**config.mk**
```make
export PLATFORM = sky130hd
export DESIGN_NAME = fetch_decode_queue
export DESIGN_NICKNAME = d
export VERILOG_FILES = /design/src/rtl/fetch_pkg.sv /design/src/rtl/fq_storage.sv /design/src/rtl/fetch_decode_queue.sv
export SDC_FILE = /design/constraint.sdc
export NUM_CORES = 1
export LEC_CHECK = 0
export CAP_MARGIN = 40
export CORE_MARGIN = 10
export CORE_UTILIZATION = 64
export DETAILED_ROUTE_END_ITERATION = 16
export PLACE_DENSITY = 0.87
export SYNTH_ARGS = -nofsm -noshare
export SYNTH_HDL_FRONTEND = slang
export SYNTH_SLANG_ARGS = --single-unit
```
**constraint.sdc**
```tcl
create_clock -name clk -period 10.8 [get_ports clk]
set_input_delay 2.16 -clock clk [delete_from_list [all_inputs] [get_ports clk]]
set_output_delay 2.16 -clock clk [all_outputs]
set_load 0.01 [all_outputs]
```
**src/rtl/fetch_pkg.sv**
```systemverilog
// fetch_pkg: definitions shared by the fetch/decode instruction queue.
//   fetch_entry_t  - one queued fetch word {pc, instr}
//   RESET_PC       - first PC fetched after reset
//   PC_STRIDE_*    - PC distance between fetch pairs and between the two lanes
//   QUEUE_DEPTH    - default queue depth
//   clip_take()    - maps a decode take request onto the 0..2 range
package fetch_pkg;

  typedef struct packed {
    logic [31:0] pc;
    logic [31:0] instr;
  } fetch_entry_t;

  localparam logic [31:0] RESET_PC       = 32'h0040_0000;
  localparam logic [31:0] PC_STRIDE_PAIR = 32'd8;
  localparam logic [31:0] PC_STRIDE_LANE = 32'd4;
  localparam int          QUEUE_DEPTH    = 8;

  // Decode can consume at most two entries per cycle; a request of 3 is
  // treated as 2.
  function automatic logic [1:0] clip_take(input logic [1:0] take);
    return (take == 2'd3) ? 2'd2 : take;
  endfunction

endpackage

```
**src/rtl/fq_storage.sv**
```systemverilog
// fq_storage: DEPTH-entry {pc, instr} register array for the fetch queue.
//   i_clk                         rising-edge clock
//   i_we1/i_waddr1/i_wpc1/i_winstr1  write port 1
//   i_we2/i_waddr2/i_wpc2/i_winstr2  write port 2 (wins on an index collision)
//   i_raddr1/o_rpc1/o_rinstr1     asynchronous read port 1
//   i_raddr2/o_rpc2/o_rinstr2     asynchronous read port 2
// Contents are not reset; validity is tracked by the queue occupancy.
module fq_storage #(
  parameter int DEPTH  = 8,
  parameter int PTR_W  = 3,
  parameter int DATA_W = 32
) (
  input  logic              i_clk,
  input  logic              i_we1,
  input  logic [PTR_W-1:0]  i_waddr1,
  input  logic [DATA_W-1:0] i_wpc1,
  input  logic [DATA_W-1:0] i_winstr1,
  input  logic              i_we2,
  input  logic [PTR_W-1:0]  i_waddr2,
  input  logic [DATA_W-1:0] i_wpc2,
  input  logic [DATA_W-1:0] i_winstr2,
  input  logic [PTR_W-1:0]  i_raddr1,
  output logic [DATA_W-1:0] o_rpc1,
  output logic [DATA_W-1:0] o_rinstr1,
  input  logic [PTR_W-1:0]  i_raddr2,
  output logic [DATA_W-1:0] o_rpc2,
  output logic [DATA_W-1:0] o_rinstr2
);

  logic [DATA_W-1:0] r_pc    [DEPTH];
  logic [DATA_W-1:0] r_instr [DEPTH];

  // Port 2 is written last so it takes the slot if both ports hit one index.
  always_ff @(posedge i_clk) begin
    if (i_we1) begin
      r_pc[i_waddr1]    <= i_wpc1;
      r_instr[i_waddr1] <= i_winstr1;
    end
    if (i_we2) begin
      r_pc[i_waddr2]    <= i_wpc2;
      r_instr[i_waddr2] <= i_winstr2;
    end
  end

  assign o_rpc1    = r_pc[i_raddr1];
  assign o_rinstr1 = r_instr[i_raddr1];
  assign o_rpc2    = r_pc[i_raddr2];
  assign o_rinstr2 = r_instr[i_raddr2];

endmodule

```
**src/rtl/fetch_decode_queue.sv**
```systemverilog
// fetch_decode_queue: dual-issue instruction queue between fetch and decode.
//   clk, rst                  clock, synchronous active-high reset
//   flush                     redirect: drop all queued and incoming words
//   in_valid/pc/instr_1,_2    fetch lanes (lane 1 older)
//   fetch_hold_1,_2           1 = fetch must hold its PC (both lanes together)
//   out_valid/pc/instr_1,_2   two oldest entries, program order
//   out_take                  entries consumed by decode this cycle (0..2)
//   count                     current occupancy 0..DEPTH
module fetch_decode_queue
  import fetch_pkg::*;
#(
  parameter int DEPTH  = QUEUE_DEPTH,
  parameter int PTR_W  = $clog2(DEPTH),
  parameter int DATA_W = 32
) (
  input  logic              clk,
  input  logic              rst,
  input  logic              flush,
  input  logic              in_valid_1,
  input  logic [DATA_W-1:0] in_pc_1,
  input  logic [DATA_W-1:0] in_instr_1,
  input  logic              in_valid_2,
  input  logic [DATA_W-1:0] in_pc_2,
  input  logic [DATA_W-1:0] in_instr_2,
  output logic              fetch_hold_1,
  output logic              fetch_hold_2,
  output logic              out_valid_1,
  output logic [DATA_W-1:0] out_pc_1,
  output logic [DATA_W-1:0] out_instr_1,
  output logic              out_valid_2,
  output logic [DATA_W-1:0] out_pc_2,
  output logic [DATA_W-1:0] out_instr_2,
  input  logic [1:0]        out_take,
  output logic [PTR_W:0]    count
);

  logic [PTR_W-1:0]  r_wr_ptr;
  logic [PTR_W-1:0]  r_rd_ptr;
  logic [PTR_W:0]    r_count;

  logic              w_has_room;
  logic              w_enq;
  logic [1:0]        w_n_in;
  logic [1:0]        w_take;
  logic [1:0]        w_n_out;
  logic              w_we1;
  logic              w_we2;
  logic [DATA_W-1:0] w_wpc1;
  logic [DATA_W-1:0] w_winstr1;
  logic [DATA_W-1:0] w_rpc1;
  logic [DATA_W-1:0] w_rinstr1;
  logic [DATA_W-1:0] w_rpc2;
  logic [DATA_W-1:0] w_rinstr2;

  // Room for a whole pair, judged on registered occupancy only so the hold
  // never depends on what decode does this cycle.
  assign w_has_room = (r_count <= (PTR_W+1)'(DEPTH - 2));
  assign w_enq      = w_has_room & ~flush;
  assign w_n_in     = w_enq ? ({1'b0, in_valid_1} + {1'b0, in_valid_2}) : 2'd0;

  // Dequeue never exceeds occupancy; when the clip applies count is below 2.
  assign w_take  = clip_take(out_take);
  assign w_n_out = ((PTR_W+1)'(w_take) > r_count) ? r_count[1:0] : w_take;

  // A lone word always lands at wr_ptr, whichever lane carried it.
  assign w_we1     = w_enq & (in_valid_1 | in_valid_2);
  assign w_we2     = w_enq & in_valid_1 & in_valid_2;
  assign w_wpc1    = in_valid_1 ? in_pc_1    : in_pc_2;
  assign w_winstr1 = in_valid_1 ? in_instr_1 : in_instr_2;

  fq_storage #(
    .DEPTH  (DEPTH),
    .PTR_W  (PTR_W),
    .DATA_W (DATA_W)
  ) u_storage (
    .i_clk     (clk),
    .i_we1     (w_we1),
    .i_waddr1  (r_wr_ptr),
    .i_wpc1    (w_wpc1),
    .i_winstr1 (w_winstr1),
    .i_we2     (w_we2),
    .i_waddr2  (r_wr_ptr + PTR_W'(1)),
    .i_wpc2    (in_pc_2),
    .i_winstr2 (in_instr_2),
    .i_raddr1  (r_rd_ptr),
    .o_rpc1    (w_rpc1),
    .o_rinstr1 (w_rinstr1),
    .i_raddr2  (r_rd_ptr + PTR_W'(1)),
    .o_rpc2    (w_rpc2),
    .o_rinstr2 (w_rinstr2)
  );

  // Control state: pointers wrap naturally modulo DEPTH.
  always_ff @(posedge clk) begin
    if (rst || flush) begin
      r_wr_ptr <= '0;
      r_rd_ptr <= '0;
      r_count  <= '0;
    end else begin
      r_wr_ptr <= r_wr_ptr + PTR_W'(w_n_in);
      r_rd_ptr <= r_rd_ptr + PTR_W'(w_n_out);
      r_count  <= r_count + (PTR_W+1)'(w_n_in) - (PTR_W+1)'(w_n_out);
    end
  end

  assign fetch_hold_1 = ~w_has_room | rst;
  assign fetch_hold_2 = ~w_has_room | rst;

  assign out_valid_1 = (r_count >= (PTR_W+1)'(1));
  assign out_valid_2 = (r_count >= (PTR_W+1)'(2));
  assign out_pc_1    = out_valid_1 ? w_rpc1    : '0;
  assign out_instr_1 = out_valid_1 ? w_rinstr1 : '0;
  assign out_pc_2    = out_valid_2 ? w_rpc2    : '0;
  assign out_instr_2 = out_valid_2 ? w_rinstr2 : '0;

  assign count = r_count;

endmodule

```
== Yosys cells after proc, flatten, opt, wreduce, memory -nomap -nowiden ==
Memory sizes are Yosys's and may differ from the RTL's. A register that Yosys moved wholly into a read port is not among the register bits.
Index checks and enable logic that the tools add are counted.

* $add $sub $neg: 7
* $lt $le $gt $ge: 4
* Equal/unequal tests: 1
* Multiplexer cells: 15
* Bitwise operators: 8
* Reduce and logical (&&, ||, !) cells: 1

{| class="wikitable"
|+ Operators by type and width
! operator !! count
|-
| two-way mux 32 bit || 6
|-
| adder 3 x 1 -> 3 bit (second input constant) || 2
|-
| adder 3 x 2 -> 3 bit || 2
|-
| two-way mux 2 bit || 3
|-
| two-way mux 3 bit || 2
|-
| adder 4 x 2 -> 4 bit || 1
|-
| bitwise AND 1 bit || 4
|-
| >= comparator 4 x 1 -> 1 bit (second input constant) || 1
|-
| >= comparator 4 x 2 -> 1 bit (second input constant) || 1
|-
| greater-than comparator 2 x 4 -> 1 bit || 1
|-
| less-or-equal comparator 4 x 3 -> 1 bit (second input constant) || 1
|-
| two-way mux 1 bit || 4
|-
| subtractor 4 x 2 -> 4 bit || 1
|-
| adder 1 x 1 -> 2 bit || 1
|-
| == test 2 bit (second input constant) || 1
|-
| NOT 1 bit || 2
|-
| OR 1 bit || 2
|-
| logical OR 1 bit || 1
|}

* Register bits after elaboration: 10
* RAM bits: 512
* Bits of input ports: 135
* Output and inout bits: 136
* Word-level logic and storage cells: 41
* Memories kept: 2

{| class="wikitable"
|+ Memories
! memory !! words !! width !! read ports !! clocked after memory_dff !! write ports !! line !! source
|-
| u_storage.r_instr || 8 || 32 || 2 || 1 || 2 || fq_storage.sv:31 || <nowiki>logic [DATA_W-1:0] r_instr [DEPTH];</nowiki>
|-
| u_storage.r_pc || 8 || 32 || 2 || 1 || 2 || fq_storage.sv:30 || <nowiki>logic [DATA_W-1:0] r_pc [DEPTH];</nowiki>
|}

== Logic depth before layout (Yosys ltp) ==
Gate-level depths: netlist of the first run.

* Word-level depth: 6
* Depth in mapped cells: 14
* Mapped depth without buffers: 13

== Cells and area by module ==
Synthesis of the first run repeated with hierarchy kept, for this count alone.

* Cells, all modules: 1850
* Area total of the unflattened synthesis: 31741.7 um^2

{| class="wikitable"
|+ Modules (own cells, without submodules)
! module !! times used !! cells an instance !! area each (um^2) !! sequential area each (um^2)
|-
| fq_storage || 1 || 1557 || 29301.9 || 15374.7
|-
| fetch_decode_queue || 1 || 293 || 2439.8 || 200.2
|}

== Worst setup path before layout of the first run ==
Ideal clock, no wire load.

* Kind: input to register
* From: in in_valid_1
* To: mem u_storage.r_instr[7][0], enable pin
* Arrival time: 6.264 ns
* Data required time: 10.293 ns
* Path slack: 4.029 ns
* Stages: 6
* Buffers on the path: 2
* Cells stage by stage: buf_1 -> buf_2 -> inv_1 -> ha_1 -> nand4b_1 -> a21oi_1

{| class="wikitable"
|+ RTL lines
! what !! line !! source
|-
| from (decl) || fetch_decode_queue.sv:19 || <nowiki>input logic in_valid_1,</nowiki>
|-
| to (decl) || fq_storage.sv:31 ||
|}

==> results of run 1 <==
## logic make-up (layout without fill, tap and decap cells)
| group | count (synthesis) | in the layout | synth area share (%) |
|---|---|---|---|
| multiplexers | 1026 | 1026 | 34.9 |
| flip-flops | 522 | 522 | 48.7 |
| AO/OA/AOI/OAI | 334 | 334 | 8.02 |
| buffers and inverters | 218 | 449 | 3.96 |
| AND/OR/NAND/NOR | 196 | 196 | 3.28 |
| adder cells (fa/ha/maj) | 19 | 19 | 0.838 |
| XOR/XNOR | 8 | 8 | 0.278 |
| other | 0 | 1 | 0 |
## layout make-up
cell class                 instances  share of cell area [%]
sequential                       522                    42.4
multi-input combinational       1583                    41.5
timing repair buffer             333                    9.19
clock buffer                      74                    4.05
tap                              664                    2.26
clock inverter                    26                   0.419
inverter                          16                   0.163
antenna                            1                 0.00681
## through the flow
| step | instances | util, % | total power [W] | setup WS, ns |
|---|---|---|---|---|
| after CTS | 3218 | 74.8 | 0.00682 | 3.22 |
| after floorplan | 2323 | - | 0.00385 | 4.03 |
| final | 3219 | 74.8 | 0.00685 | 3.15 |
| after global routing | 3219 | 74.8 | 0.00708 | 3.00 |
| after global placement | 3095 | 70.7 | 0.00496 | 3.90 |
| after detailed placement | 3118 | 71.4 | 0.00506 | 3.88 |
## placed cells by master, fill, tap and decap left out, types with 3 or more instances in the layout
master           instances
buf_1                   10
clkinv_2                 7
buf_4                   39
nor2_4                   8
edfxtp_1               512
a2111oi_0               64
nor4_1                   3
mux2_2                 668
a21oi_1                  4
nor3_1                   3
nand2_1                 70
xnor2_1                  3
clkbuf_16               56
o22ai_1                 64
clkdlybuf4s50_1        269
inv_1                   16
nand2b_1                 3
nor2b_1                 66
fa_1                     4
clkbuf_1                16
buf_16                   7
and4_4                   4
nor2_1                  12
ha_1                    14
a22oi_1                 64
mux2_1                  36
buf_12                   8
and2_1                   6
xor2_1                   4
mux2i_1                322
a221oi_1                64
clkinv_1                15
dfxtp_1                  9
a211oi_1                64
a31oi_1                  5
## power groups by stage
stage | combinational, W | clock, W | sequential, W
2_1_floorplan | 0.00146 | 0 | 0.00239
3_3_place_gp | 0.00255 | 0 | 0.00241
3_5_place_dp | 0.00264 | 0 | 0.00241
4_1_cts | 0.00267 | 0.00178 | 0.00237
5_1_grt | 0.00284 | 0.00186 | 0.00238
6_report | 0.00270 | 0.00177 | 0.00237
## sequential cells by signal, indices dropped and copies added, names as in the netlist
name / count
count: 4
r_rd_ptr: 3
r_wr_ptr: 3
u_storage.r_instr: 256
u_storage.r_pc: 256
## cells in the mapped netlist (2+ instances only)
cell / n
xor2_1: 4
buf_8: 12
a21oi_1: 5
mux2i_1: 322
mux2_2: 668
fa_1: 4
buf_1: 12
buf_6: 14
inv_1: 16
nor2_2: 2
buf_4: 27
o22ai_1: 64
ha_1: 15
nor4_1: 3
xnor2_1: 3
edfxtp_1: 512
a211oi_1: 64
nand3_2: 2
a22oi_1: 64
dfxtp_1: 10
buf_2: 82
nand4_4: 2
a2111oi_0: 64
nor3_1: 3
o21ai_0: 2
nor2_1: 20
and2_1: 9
mux2_1: 36
nand2b_1: 5
nor2b_1: 68
a221oi_1: 64
a31oi_1: 5
clkbuf_1: 54
and4_1: 4
nand2_1: 72
## final timing paths
path                                  start                       end  cells after the start
worst max register to register  r_wr_ptr[0]  u_storage.r_instr[2][26]                      6
worst max-delay path            r_rd_ptr[1]            out_instr_1[9]                      8
worst min register to register  r_wr_ptr[2]               r_wr_ptr[2]                      2
worst min-delay path            r_wr_ptr[2]               r_wr_ptr[2]                      2
## metal layers
metal / up-vias / part of all wire (%)
li1: 9677 / -
met2: 1572 / 48
met5: - / 0
met1: 11459 / 37
met4: 0 / 4.3
met3: 323 / 11
## critical path: stages, from the launching register on
cell	delay, ns
dfxtp_4	0.82
buf_4	0.73
buf_12	0.73
buf_4	0.84
mux2i_1	0.18
a22oi_1	0.27
nand2_1	0.09
a221oi_1	0.45
clkdlybuf4s50_1	0.64
==> run summary, run 1 <==
Req. time, crit path = 8.64 ns
nets = 2665
total number of vias = 23031
GRT busiest layer = met2
CP max FO = 133
Final Max Slew Viols = 0
warnings from Yosys = 0
Mapped Avg Cell Area = 13.8 um2
Max Cap Violations = 0
global-route wire length before repair = 146 mm
clk root buf = clkbuf_16
NetSw = 0.00233 W
post-synthesis net count = 2477
startpoint types = flip-flop
Setup Buffers After CTS = 0
post-CTS sizing = 0
Congestion Overflow GR = 0
relative slew slack = 28.0%
TritonCTS buffer count = 55
EDFF count, synth = 512
sequential fraction of the synthesis area = 48.7%
ranking of synthesized cells by area = edfxtp_1 48%, mux2_2 24%, mux2i_1 10%
Fin. Hold Viols = 0
hold slack = 0.726 ns
internal power = 0.00453 W
CTS max path bufs = 3
fmax = 131 MHz
R2R setup slack = 6.89 ns
GP Congestion = 0.840
Clock Latency Late Sink = 0.61 ns
post-DP HPWL = 55.7 mm
unrepaired setup endpoints after global routing = false
Worst-path clk slew = 0.06 ns
Worst Hold Class = flip-flop to flip-flop
FF+latch count, synth = 522
Core Area = 49200 um2
CTS tree = built
Final setup viols = 0
number of port buffers = 270
top_reg_cell synth = edfxtp_1
placed inst area = 35100 um2
FP Rows = 81
GRT met2 Usage = 52.1%
routed len/inst = 30.4 um
DR pass1 iterations = 5
H-tree levels = 2
Comb pwr share = 39.5%
met3 Use GR = 6.68%
hold_buf cts = 0
gr usage total = 31.9%
Arr. time, crit path = 5.49 ns
Reg area = 15600 um2
chip height = 243 um
Worst Path Class, Setup = flip-flop to output port
CTS sink count = 522
Mapped Area = 32000 um2
Post-Syn Instances = 2323
clock share of power = 25.9%
status = finished clean
PwrDens = 186 nW/um2
Max VDD drop = 0.000165 V
P_leak = 11.6 nW
post-route clock period utilization = 70.8%
Final min period = 7.65 ns
DRC viols = 0
vias per inst = 7.15
layout cells sized above 1 = 32.3%
Multi-input gate area = 15300 um2
met1 layer usage reported by global route = 40.1%
First DRT Iteration DRCs = 3073
final wirelength = 97.8 mm
pin count of the biggest net entering global routing = 134
initial antenna violation count = 2
design area = 36800 um2
Area Growth Syn to Fin = 15.0%
area leader, netlist = edfxtp_1
Synth top area share = 48.1%
# fillers = 2987
Final ANT Viol Nets = 0
CP Capture Type = output port
switching share of total power = 33.9%
Tightest Pin Transition = 1.08 ns
Total Neg Setup Slack = 0 ns
Die X = 243 um
initial core utilization = 65.0%
vias in the first global route = 23854
IO Pins = 271
final clock skew = 0.0136 ns
async set-reset flop share out of synthesis = 0%
DIE AREA = 59300 um2
sequential fraction of design power = 34.6%
synth unique cells = 45
Power figures use the tool's default switching activity.
==> inputs of run 2 (changes only) <==
Settings changed: CORE_UTILIZATION 64 to 54, PLACE_DENSITY 0.87 to 0.78.
Clock period 10.8 ns to 6.5 ns, I/O delays scaled along.
==> run 2 against run 1 <==
Sequential power up 65%; critical path depth down 3; non-clock buffer count up 11; worst setup slack worse by 2.4 ns; via count down 1.6%; routed wire length up 2.2%; largest power group unchanged.
==> run summary, run 2 (synthesis results as in run 1) <==
status = finished clean
global-route wire length before repair = 147 mm (+0.85%)
Tightest Pin Transition = 1.08 ns (+0.00330 ns)
GP Congestion = 0.794 (-5.4%)
number of port buffers = 270 (unchanged)
PwrDens = 316 nW/um2 (+69%)
CTS tree = built
Final setup viols = 0 (unchanged)
DRC viols = 0 (unchanged)
Worst-path clk slew = 0.06 ns (about the same)
Congestion Overflow GR = 0 (unchanged)
fmax = 173 MHz
FP Rows = 89 (+9.9%)
CP Capture Type = output port
DR pass1 iterations = 5 (unchanged)
r2r endpoint = u_storage.r_pc[0][9]
non-filler cells in the finished layout = 3344 (+3.9%)
Total Neg Setup Slack = 0 ns (unchanged)
CTS max path bufs = 3 (unchanged)
First DRT Iteration DRCs = 2657 (-14%)
P_leak = 11.7 nW (+1.5%)
clk root buf = clkbuf_16
Final WS setup = 0.705 ns (-2.45 ns)
gr usage total = 27.4% (-4.5 points)
Core Area = 58800 um2 (+20%)
post-CTS sizing = 0 (unchanged)
placed cell count = 3237 (+3.8%)
RR Startpoint = r_wr_ptr[0]
startpoint types = flip-flop
initial core utilization = 54.4% (-11 points)
IO Pins = 271 (unchanged)
H-tree levels = 2 (unchanged)
CTS sink count = 522 (unchanged)
CP max FO = 60 (-55%)
Max VDD drop = 0.000212 V (+29%)
post-route clock period utilization = 89.1%
Fin. Hold Viols = 0 (unchanged)
Worst Hold Class = flip-flop to flip-flop
commonest cells after routing, fill and taps aside = 668 x mux2_2, 512 x edfxtp_1, 322 x mux2i_1, 269 x clkdlybuf4s50_1, 70 x nand2_1
Final Core Density = 63.3% (-11 points)
unrepaired setup endpoints after global routing = false
chip height = 263 um (+8.1%)
Setup Buffers After CTS = 0 (unchanged)
Worst Hold Launch = r_wr_ptr[2]
dpl ws = 1.43 ns (-2.46 ns)
Final min period = 5.79 ns
Area Growth Syn to Fin = 16.5%
final clock skew = 0.0209 ns (+0.00732 ns)
Hold Path End = r_wr_ptr[2]
layout cells sized above 1 = 32.8% (+0.53 points)
Max Cap Violations = 0 (unchanged)
Pwr Total = 0.0117 W (+71%)
Clock Latency Late Sink = 0.63 ns (+0.02 ns)
post-DP HPWL = 57.5 mm (+3.1%)
relative slew slack = 25.9% (-2.1 points)
routed len/inst = 29.9 um (-1.6%)
vias in the first global route = 23433 (-1.8%)
total number of vias = 22673 (-1.6%)
vias per inst = 6.78 (-5.2%)
Register-to-Register Path Depth = 5 (-1)
Arr. time, crit path = 4.49 ns (-1.00 ns)
Final ANT Viol Nets = 0 (unchanged)
R2R setup slack = 2.82 ns (-4.07 ns)
final wirelength = 100 mm (+2.2%)
Req. time, crit path = 5.20 ns (-3.44 ns)
Worst Path Class, Setup = flip-flop to output port
Final Max Slew Viols = 0 (unchanged)
hold_buf cts = 0 (unchanged)
DIE AREA = 69300 um2 (+17%)
TritonCTS buffer count = 56 (+1.8%)
hold path depth = 2 (unchanged)
nets = 2677 (+0.45%)
commonest non-fill, non-tap cell in the layout = mux2_2
Die X = 263 um (+8.1%)
initial antenna violation count = 4 (+2)
pin count of the biggest net entering global routing = 140 (+4.5%)
## run 2: changes by cell type in the layout (fill, tap and decap cells not counted), moves of 2 or more
cell / change
clkinv_2: +2
buf_16: -4
buf_12: +10
buf_4: +5
bufinv_16: +7
clkinv_1: +2
clkbuf_8: -2
diode_2: +2
clkbuf_1: -6
## run 2: routing by layer
layer | share of wire [%] | up-vias | track usage, %
met2 | 49 | 1247 | 45.9
li1 | - | 9684 | -
met1 | 39 | 11489 | 35.3
met5 | 0 | - | 0
met3 | 8.6 | 253 | 4.42
met4 | 3.7 | 0 | 10.6
## run 2: critical path, stage by stage, from the launching register on
cell and delay [ns]:
dfxtp_1 0.62, ha_4 0.77, buf_4 0.66, a211oi_1 0.17
a2111oi_0 0.90, clkdlybuf4s50_1 0.70
## run 2: report_power, final
group	leakage (nW)	total (W)	internal, W	switching [W]
Combinational	6.12	0.00456	0.00206	0.00251
Sequential	4.73	0.00392	0.00385	0.0000633
Clock	0.898	0.00326	0.00189	0.00137
Total	11.7	0.0117	0.00781	0.00394
## run 2: layout make-up
cell class / count / area [um2]
clock buffer: 66 / 1440
inverter: 16 / 60.1
fill: 4325 / 21600
sequential: 522 / 15600
multi-input combinational: 1583 / 15300
timing repair buffer: 344 / 3510
clock inverter: 37 / 394
tap: 773 / 967
antenna: 3 / 7.51
## run 2: how the worst max path moves through the flow
stage / slack (ns) / to / from
6_report: 0.71 / out_instr_2[29] / r_rd_ptr[0]
5_1_grt: 0.58 / out_instr_2[5] / r_rd_ptr[0]
4_1_cts: 0.75 / out_pc_2[15] / r_rd_ptr[0]
3_5_place_dp: 1.43 / out_pc_2[15] / r_rd_ptr[0]
3_3_place_gp: 1.41 / out_pc_2[25] / r_rd_ptr[0]
2_1_floorplan: 0.59 / u_storage.r_instr[7][0] / in_valid_1
## run 2: through the flow
| stage | cell area (um2) | hold WS (ns) |
|---|---|---|
| global placement | 35200 | 0.690 |
| CTS | 37200 | 0.733 |
| finish | 37200 | 0.734 |
| detailed placement | 35400 | 0.718 |
| global route | 37200 | 0.799 |
| floorplan | 32000 | 0.578 |
